$ cat src/rtl/tlut_operand_loader.sv
// ---------------------------------------------------------------------------
// tlut_operand_loader
//
// Collects a DIM x DIM input tile and then a DIM x DIM weight tile from a
// single valid/ready element stream. Once both tiles are complete, it holds
// them stable and raises enable to the SIMD cell for COMPUTE_CYCLES cycles.
// It then pulses done for one cycle and returns to loading the next tile.
//
// Ports
//   clk         in   rising-edge clock
//   rst_n       in   asynchronous active-low reset
//   flush       in   synchronous abort of the current tile (tile regs kept)
//   in_valid    in   upstream element beat valid
//   in_data     in   element value, unsigned, DATA_WIDTH bits
//   in_ready    out  loader accepts a beat this cycle
//   input_bin   out  packed input tile, slot k = k-th input beat
//   weight_bin  out  packed weight tile, slot k = k-th weight beat
//   enable      out  compute enable, high COMPUTE_CYCLES cycles per tile
//   done        out  one-cycle pulse after the last enable cycle
//   busy        out  high unless idle in LOAD_IN with no beats collected
// ---------------------------------------------------------------------------
module tlut_operand_loader #(
    parameter int DIM            = 3,
    parameter int DATA_WIDTH     = 4,
    parameter int COMPUTE_CYCLES = 16
) (
    input  logic                                 clk,
    input  logic                                 rst_n,
    input  logic                                 flush,
    input  logic                                 in_valid,
    input  logic [DATA_WIDTH-1:0]                in_data,
    output logic                                 in_ready,
    output logic [DIM*DIM-1:0][DATA_WIDTH-1:0]   input_bin,
    output logic [DIM*DIM-1:0][DATA_WIDTH-1:0]   weight_bin,
    output logic                                 enable,
    output logic                                 done,
    output logic                                 busy
);

    localparam int NELEM = DIM * DIM;
    localparam int BW    = (NELEM > 1) ? $clog2(NELEM) : 1;

    localparam logic [1:0] S_LOAD_IN = 2'd0;
    localparam logic [1:0] S_LOAD_WT = 2'd1;
    localparam logic [1:0] S_COMPUTE = 2'd2;
    localparam logic [1:0] S_DONE    = 2'd3;

    localparam logic [BW-1:0] BEAT_LAST = BW'(NELEM - 1);
    localparam logic [7:0]    CYC_LAST  = 8'(COMPUTE_CYCLES - 1);

    logic [1:0]    state_q, state_d;
    logic [BW-1:0] beat_q,  beat_d;
    logic [7:0]    cyc_q,   cyc_d;
    logic          wr_in, wr_wt;

    logic          in_ready_q, enable_q, done_q, busy_q;
    logic [NELEM-1:0][DATA_WIDTH-1:0] input_q, weight_q;

    // in_ready is a registered copy of "state is a load state", so testing
    // in_valid alone inside the load states is equivalent to in_valid && in_ready.
    always_comb begin
        state_d = state_q;
        beat_d  = beat_q;
        cyc_d   = cyc_q;
        wr_in   = 1'b0;
        wr_wt   = 1'b0;
        if (flush) begin
            // Flush wins over a simultaneous beat: nothing is written.
            state_d = S_LOAD_IN;
            beat_d  = '0;
            cyc_d   = '0;
        end else begin
            case (state_q)
                S_LOAD_IN: begin
                    if (in_valid) begin
                        wr_in = 1'b1;
                        if (beat_q == BEAT_LAST) begin
                            beat_d  = '0;
                            state_d = S_LOAD_WT;
                        end else begin
                            beat_d = beat_q + 1'b1;
                        end
                    end
                end
                S_LOAD_WT: begin
                    if (in_valid) begin
                        wr_wt = 1'b1;
                        if (beat_q == BEAT_LAST) begin
                            beat_d  = '0;
                            cyc_d   = '0;
                            state_d = S_COMPUTE;
                        end else begin
                            beat_d = beat_q + 1'b1;
                        end
                    end
                end
                S_COMPUTE: begin
                    if (cyc_q == CYC_LAST) begin
                        cyc_d   = '0;
                        state_d = S_DONE;
                    end else begin
                        cyc_d = cyc_q + 1'b1;
                    end
                end
                S_DONE: begin
                    state_d = S_LOAD_IN;
                end
                default: begin
                    state_d = S_LOAD_IN;
                    beat_d  = '0;
                    cyc_d   = '0;
                end
            endcase
        end
    end

    // Outputs are decoded from next state so they are plain flops aligned
    // with the state they describe.
    always_ff @(posedge clk or negedge rst_n) begin
        if (!rst_n) begin
            state_q    <= S_LOAD_IN;
            beat_q     <= '0;
            cyc_q      <= '0;
            in_ready_q <= 1'b1;
            enable_q   <= 1'b0;
            done_q     <= 1'b0;
            busy_q     <= 1'b0;
            input_q    <= '0;
            weight_q   <= '0;
        end else begin
            state_q    <= state_d;
            beat_q     <= beat_d;
            cyc_q      <= cyc_d;
            in_ready_q <= (state_d == S_LOAD_IN) || (state_d == S_LOAD_WT);
            enable_q   <= (state_d == S_COMPUTE);
            done_q     <= (state_d == S_DONE);
            busy_q     <= (state_d != S_LOAD_IN) || (beat_d != '0);
            if (wr_in) begin
                input_q[beat_q] <= in_data;
            end
            if (wr_wt) begin
                weight_q[beat_q] <= in_data;
            end
        end
    end

    assign in_ready   = in_ready_q;
    assign enable     = enable_q;
    assign done       = done_q;
    assign busy       = busy_q;
    assign input_bin  = input_q;
    assign weight_bin = weight_q;

endmodule

$ cat config.mk
export PLATFORM = sky130hd
export DESIGN_NAME = tlut_operand_loader
export DESIGN_NICKNAME = d
export VERILOG_FILES = /design/src/rtl/tlut_operand_loader.sv
export SDC_FILE = /design/constraint.sdc
export NUM_CORES = 1
export LEC_CHECK = 0
export CAP_MARGIN = 10
export CORE_MARGIN = 2
export CORE_UTILIZATION = 45
export DETAILED_ROUTE_END_ITERATION = 8
export GPL_ROUTABILITY_DRIVEN = 0
export GPL_TIMING_DRIVEN = 0
export PLACE_DENSITY = 0.71
export REMOVE_ABC_BUFFERS = 1
export SYNTH_ARGS = -nofsm -noshare
export SYNTH_HDL_FRONTEND = slang
export SYNTH_SLANG_ARGS = --single-unit
export TNS_END_PERCENT = 10
$ cat constraint.sdc
create_clock -name clk -period 6.4 [get_ports clk]
set_clock_uncertainty 0.2 [all_clocks]
set_input_delay 0.64 -clock clk [delete_from_list [all_inputs] [get_ports clk]]
set_output_delay 0.64 -clock clk [all_outputs]
set_load 0.05 [all_outputs]
==> summary.md, run 1 <==
| Metric | Value |
|---|---|
| Antenna viol nets, final | `0` |
| Via count | `~2500` |
| Via density | `5.31` |
| Final Cell Area | `0.00495 mm2` |
| Slew Viols, Final | `0` |
| Initial Utilization | `46.1%` |
| Setup Fix Bufs, Post-CTS | `0` |
| Synthesized netlist cell count | `between 200 and 300` |
| Layout cell share with drive strength beyond 1 | `roughly 28%` |
| Fill count | `616` |
| # hold bufs at CTS | `0` |
| Setup TNS | `0 ns` |
| Layout area overhead | `32.1%` |
| First-pass GRT wire length | `12.9 mm` |
| Die Y | `95.3 um` |
| CTS tree | `yes` |
| Synth Area in XOR/XNOR | `0%` |
| Async S/R FF share, synth | `100%` |
| Max_slew headroom | `42.8%` |
| Largest net degree at the start of global routing | `55` |
| Cell Area, Placed | `0.00469 mm2` |
| Cell Area, Synth | `between 0.003 and 0.004 mm2` |
| P_leak | `between 2 and 2.5 nW` |
| Fmax | `363 MHz` |
| HP Class | `in -> async` |
| Num CTS Buffers | `9` |
| Tightest Pin Transition | `0.853 ns` |
| Number of synthesized flops with an enable pin | `0` |
| Antenna Cells | `0` |
| Crit path arrival time | `2.80 ns` |
| Register area share after synthesis | `60.1%` |
| Pwr Density | `283 mW/mm2` |
| Simple-gate share of the synthesized area | `under 10%` |
| Post-DP HPWL | `5.30 mm` |
| Fin cells | `464` |
| Worst-path clk slew | `0.09 ns` |
| Initial antenna violation count | `0` |
| Largest family of logic cells by synthesized area | `multiplexers` |
| Dpl cells | `about 450` |
| Adder-Cell Fraction of Synth Area | `1.67%` |
| Commonest cells after routing, fill and taps aside | `89 x dfrtp_1, 82 x clkdlybuf4s50_1, 73 x mux2_2, 15 x nand2_1, 9 x clkbuf_8` |
| DRC Markers | `0` |
| MaxCap Viol Count | `0` |
| Final hold slack | `between 0.05 and 0.06 ns` |
| Startpoint types | `primary input` |
| Via count of the first global-routing pass | `2506` |
| Status | `finished clean` |
| Clk buf depth | `2` |
| H-Tree Depth | `3` |
| Compound-cell area share of the yosys netlist | `about 4.3%` |
| RSZ-0062 raised after global routing | `false` |
| VDD IR max | `0.120 mV` |
| Kind of critical path | `in -> reg` |
| Net count, final | `about 370` |
| Die width | `95.3 um` |
| Cell variety after synth | `between 40 and 50` |
| Synth Register Bits | `90` |
| CTS root buf | `clkbuf_8` |
| Area of the die | `0.00908 mm2` |
| Count of buffers from port buffering | `83` |
| Tcrit/Tclk final | `43.0%` |
| Initial detailed-routing violation count | `90` |
| Ys Warns | `0` |
| IO Count | `84` |
| Core area | `0.00813 mm2` |
| Crit end category | `flop` |
| Setup violators final | `0` |
| Synth Area per Inst | `13.8 um2` |
| Minimum clock period | `between 2 and 3 ns` |
| CP max FO | `15` |
| GRT Overall Usage | `18.9%` |
| WP data required | `roughly 6.4 ns` |
| Most common cell after layout, fill and taps aside | `dfrtp_1` |
| Post-CTS sizing | `0` |
| Avg WL per Cell | `about 17 um` |
| Pre-antenna DRT Iters | `4` |
| Clock sinks | `90` |
| Drt total wl | `around 8.0 mm` |
| Cell row count | `33` |
| GR Overflow Total | `0` |
| Top FF cell, synth | `dfrtp_1` |
| Final Hold Viols | `0` |
| Mux cell area share after synthesis | `between 20% and 30%` |
| Worst-skew pair later-pin latency | `0.35 ns` |
[synth_stat cells, types with 4 or more instances]
library cell | instances | area share (%)
nor3_2 | 4 | 1.1
mux2_2 | 73 | 22
nor2_1 | 6 | 0.60
a21oi_1 | 7 | 0.93
clkbuf_1 | 10 | 1.0
ha_1 | 5 | 1.7
nand2_1 | 15 | 1.5
inv_1 | 7 | 0.70
nand3_1 | 4 | 0.53
dfrtp_1 | 89 | 59
o21ai_0 | 5 | 0.67
[per-layer routing]
metal	track usage (%)	vias to the layer above	routed length (um)
met5	0	-	0
met3	7.35	8	581
met1	25.6	1263	3600
li1	-	1139	-
met4	5.80	0	85
met2	28.1	56	3690
[state kept, by name, indices dropped and copies added, names as in the netlist]
name and cells:
beat_q 4, in_ready 1, enable 1, done 1
input_bin 36, weight_bin 36, busy 1, state_q 2
cyc_q 8
[logic make-up after synthesis]
family	Yosys count
buffers and inverters	19
AOI/OAI and AO/OA	24
DFF	90
adders and majority gates	5
and+or+nand+nor	57
muxes	76
[where the power goes]
group / internal [mW] / switching [mW] / leakage [nW]
sequential: 0.604 / 0.0211 / 1.22
clock: 0.301 / 0.200 / 0.131
combinational: 0.0948 / 0.181 / 0.974
[worst max-delay path, cell delays in order]
cell and delay, ns:
clkdlybuf4s50_1 0.66, or4b_4 0.64, nor3_2 0.19, and2_0 0.29, mux2_2 0.37
[through the flow]
step / utilization (%) / power [mW] / setup slack [ns]
after floorplan: - / 0.803 / 4.17
after global placement: 57.3 / 0.912 / 1.21
after detailed placement: 57.6 / 0.916 / 3.30
after CTS: 60.9 / 1.42 / 3.65
after global routing: 60.9 / 1.45 / 3.56
final: 60.9 / 1.40 / 3.65
[layout make-up]
cell class                      count  area, um2  area share [%]
Timing Repair Buffer               84        856            17.3
Clock inverter                      6        138            2.78
Multi-Input combinational cell    162       1420            28.7
Clock buffer                       10        128            2.58
Sequential cell                    90       2250            45.5
Tap cell                          105        131            2.65
Inverter                            7       26.3           0.530
[worst paths after layout]
| path | start | to | slack (ns) | cells past startpoint |
|---|---|---|---|---|
| worst max register to register | beat_q[0] | busy | 3.86 | 6 |
| worst min register to register | input_bin[28] | input_bin[28] | 0.31 | 1 |
| min in group clk | input_bin[28] | input_bin[28] | 0.31 | 1 |
| worst min-delay path | rst_n | input_bin[27] | 0.05 | 1 |
| worst max-delay path | flush | input_bin[2] | 3.65 | 5 |
| max in group asynchronous | rst_n | in_ready | 5.29 | 2 |
No activity file was read; power rests on OpenSTA's default activity.
==> run 2, diff against run 1 <==
==> constraint.sdc (replaced) <==
create_clock -name clk -period 2.8 [get_ports clk]
set_clock_uncertainty 0.2 [all_clocks]
set_input_delay 0.28 -clock clk [delete_from_list [all_inputs] [get_ports clk]]
set_output_delay 0.28 -clock clk [all_outputs]
set_load 0.05 [all_outputs]
==> run 2 against run 1 <==
  * Global-route usage is the same
  * Total power increased by 130%
  * Cell area increased by 0.20%
  * Flip-flop and latch count is the same
  * Clock power rose by 130%
  * Critical path depth rose by 1
  * Count of clock-buffer cells in the layout unchanged
  * Via count grew 0.12%
  * Sequential share of layout area fell by 0.092 points
  * Non-clock buffer count rose by 1
  * Register-to-register slack worse by 3.6 ns
  * Hold slack improved by 0.18 ns
==> summary.md, run 2 (same netlist as run 1, synthesis figures left out) <==
| Metric | Value |
|---|---|
| Status | `finished clean` |
| MaxCap Viol Count | `0 (unchanged)` |
| Minimum clock period | `2.54 ns` |
| RSZ-0062 raised after global routing | `false` |
| Via count of the first global-routing pass | `2506 (unchanged)` |
| First-pass GRT wire length | `12.9 mm (unchanged)` |
| Setup TNS | `0 ns (unchanged)` |
| Net count, final | `368 (+0.27%)` |
| Slew Viols, Final | `0 (unchanged)` |
| Final Cell Area | `0.00496 mm2 (+0.20%)` |
| Final WS setup | `0.260 ns (-3.39 ns)` |
| Max_slew headroom | `42.6% (-0.19 points)` |
| Via count | `2469 (+0.12%)` |
| DRC Markers | `0 (unchanged)` |
| GR Overflow Total | `0 (unchanged)` |
| HP Class | `in -> async` |
| Clk buf depth | `2 (unchanged)` |
| Count of buffers from port buffering | `83 (unchanged)` |
| Die width | `95.3 um (unchanged)` |
| Commonest cells after routing, fill and taps aside | `89 x dfrtp_1, 82 x clkdlybuf4s50_1, 73 x mux2_2, 15 x nand2_1, 9 x clkbuf_8` |
| Tightest Pin Transition | `0.856 ns (+0.00289 ns)` |
| Num CTS Buffers | `9 (unchanged)` |
| Initial antenna violation count | `0 (unchanged)` |
| Startpoint types | `flop` |
| Initial Utilization | `46.1% (unchanged)` |
| Setup violators final | `0 (unchanged)` |
| Layout cell share with drive strength beyond 1 | `27.5% (-0.077 points)` |
| CTS root buf | `clkbuf_8` |
| Pre-antenna DRT Iters | `4 (unchanged)` |
| Final Hold Viols | `0 (unchanged)` |
| Area of the die | `0.00908 mm2 (unchanged)` |
| IO Count | `84 (unchanged)` |
| Final hold slack | `0.235 ns (+0.183 ns)` |
| Initial detailed-routing violation count | `93 (+3.3%)` |
| Pwr Density | `646 mW/mm2 (+130%)` |
| Worst-path clk slew | `0.09 ns (about the same)` |
| GRT Overall Usage | `18.9% (unchanged)` |
| Power Total | `3.20 mW (+130%)` |
| Post-DP HPWL | `5.30 mm (unchanged)` |
| Clock sinks | `90 (unchanged)` |
| Antenna viol nets, final | `0 (unchanged)` |
| CP max FO | `9 (-6)` |
| Setup Fix Bufs, Post-CTS | `0 (unchanged)` |
| H-Tree Depth | `3 (unchanged)` |
| Layout area overhead | `32.4%` |
| Die Y | `95.3 um (unchanged)` |
| WP data required | `2.82 ns (-3.62 ns)` |
| P_leak | `2.33 nW (+0.18%)` |
| Cell Area, Placed | `0.00469 mm2 (unchanged)` |
| Most common cell after layout, fill and taps aside | `dfrtp_1` |
| Fmax | `394 MHz` |
| Via density | `5.31 (about the same)` |
| Crit end category | `flop` |
| Cell row count | `33 (unchanged)` |
| Crit path arrival time | `2.56 ns (-0.24 ns)` |
| VDD IR max | `0.274 mV (+130%)` |
| Avg WL per Cell | `17.1 um (-0.15%)` |
| Post-Place Setup Slack | `0.0622 ns (-3.24 ns)` |
| Largest net degree at the start of global routing | `55 (unchanged)` |
| Core area | `0.00813 mm2 (unchanged)` |
| Worst-skew pair later-pin latency | `0.35 ns (about the same)` |
| Kind of critical path | `reg -> reg` |
| Drt total wl | `7.96 mm (about the same)` |
| CTS tree | `yes` |
| Antenna Cells | `0 (unchanged)` |
| Tcrit/Tclk final | `90.7%` |
run 2: cell types whose count changed in the layout (fill, tap and decap cells not counted):
cell,change
dlygate4sd3_1,+1
run 2: final cells by class:
type	instances	area (um2)
Fill cell	615	3170
Sequential cell	90	2250
Multi-Input combinational cell	162	1420
Timing Repair Buffer	85	866
Clock inverter	6	138
Tap cell	105	131
Clock buffer	10	128
Inverter	7	26.3
run 2: where the power goes:
part / total [mW] / internal (mW) / switching [mW]
sequential: 1.43 / 1.38 / 0.0481
clock: 1.14 / 0.688 / 0.456
combinational: 0.631 / 0.218 / 0.414
total: 3.20 / 2.29 / 0.917
run 2: repair_timing:
action                    CTS  global route
hold buffers                1             0
hold endpoints to repair   36             0
resized for setup           0             0
run 2: path summary, 6_finish.rpt:
| kind | startpoint | end | slack [ns] | depth (start not counted) |
|---|---|---|---|---|
| max in group asynchronous | rst_n | in_ready | 1.50 | 3 |
| hold reg to reg | input_bin[28] | input_bin[28] | 0.31 | 1 |
| setup / recovery | beat_q[0] | busy | 0.26 | 6 |
| min in group clk | input_bin[28] | input_bin[28] | 0.31 | 1 |
| setup reg to reg | beat_q[0] | busy | 0.26 | 6 |
| hold / removal | rst_n | input_bin[27] | 0.23 | 2 |
run 2: routing by layer:
| metal | GRT usage, % | wire (um) | up-vias |
|---|---|---|---|
| li1 | - | - | 1139 |
| met1 | 25.6 | 3560 | 1265 |
| met2 | 28.1 | 3710 | 57 |
| met3 | 7.35 | 609 | 8 |
| met4 | 5.80 | 70 | 0 |
| met5 | 0 | 0 | - |
run 2: through the flow:
| stage | instances | utilization, % |
|---|---|---|
| finish | 465 | 61.0 |
| floorplan | 259 | - |
| CTS | 465 | 61.0 |
| global route | 465 | 61.0 |
| global placement | 447 | 57.3 |
| detailed placement | 448 | 57.6 |
run 2: critical path, cell delays in order, from the launching register on:
cell and delay [ns]:
dfrtp_1 0.50, inv_1 0.10, ha_1 0.34, nand4b_1 0.21, or4_1 0.25, o311ai_0 0.24
or4_1 0.57
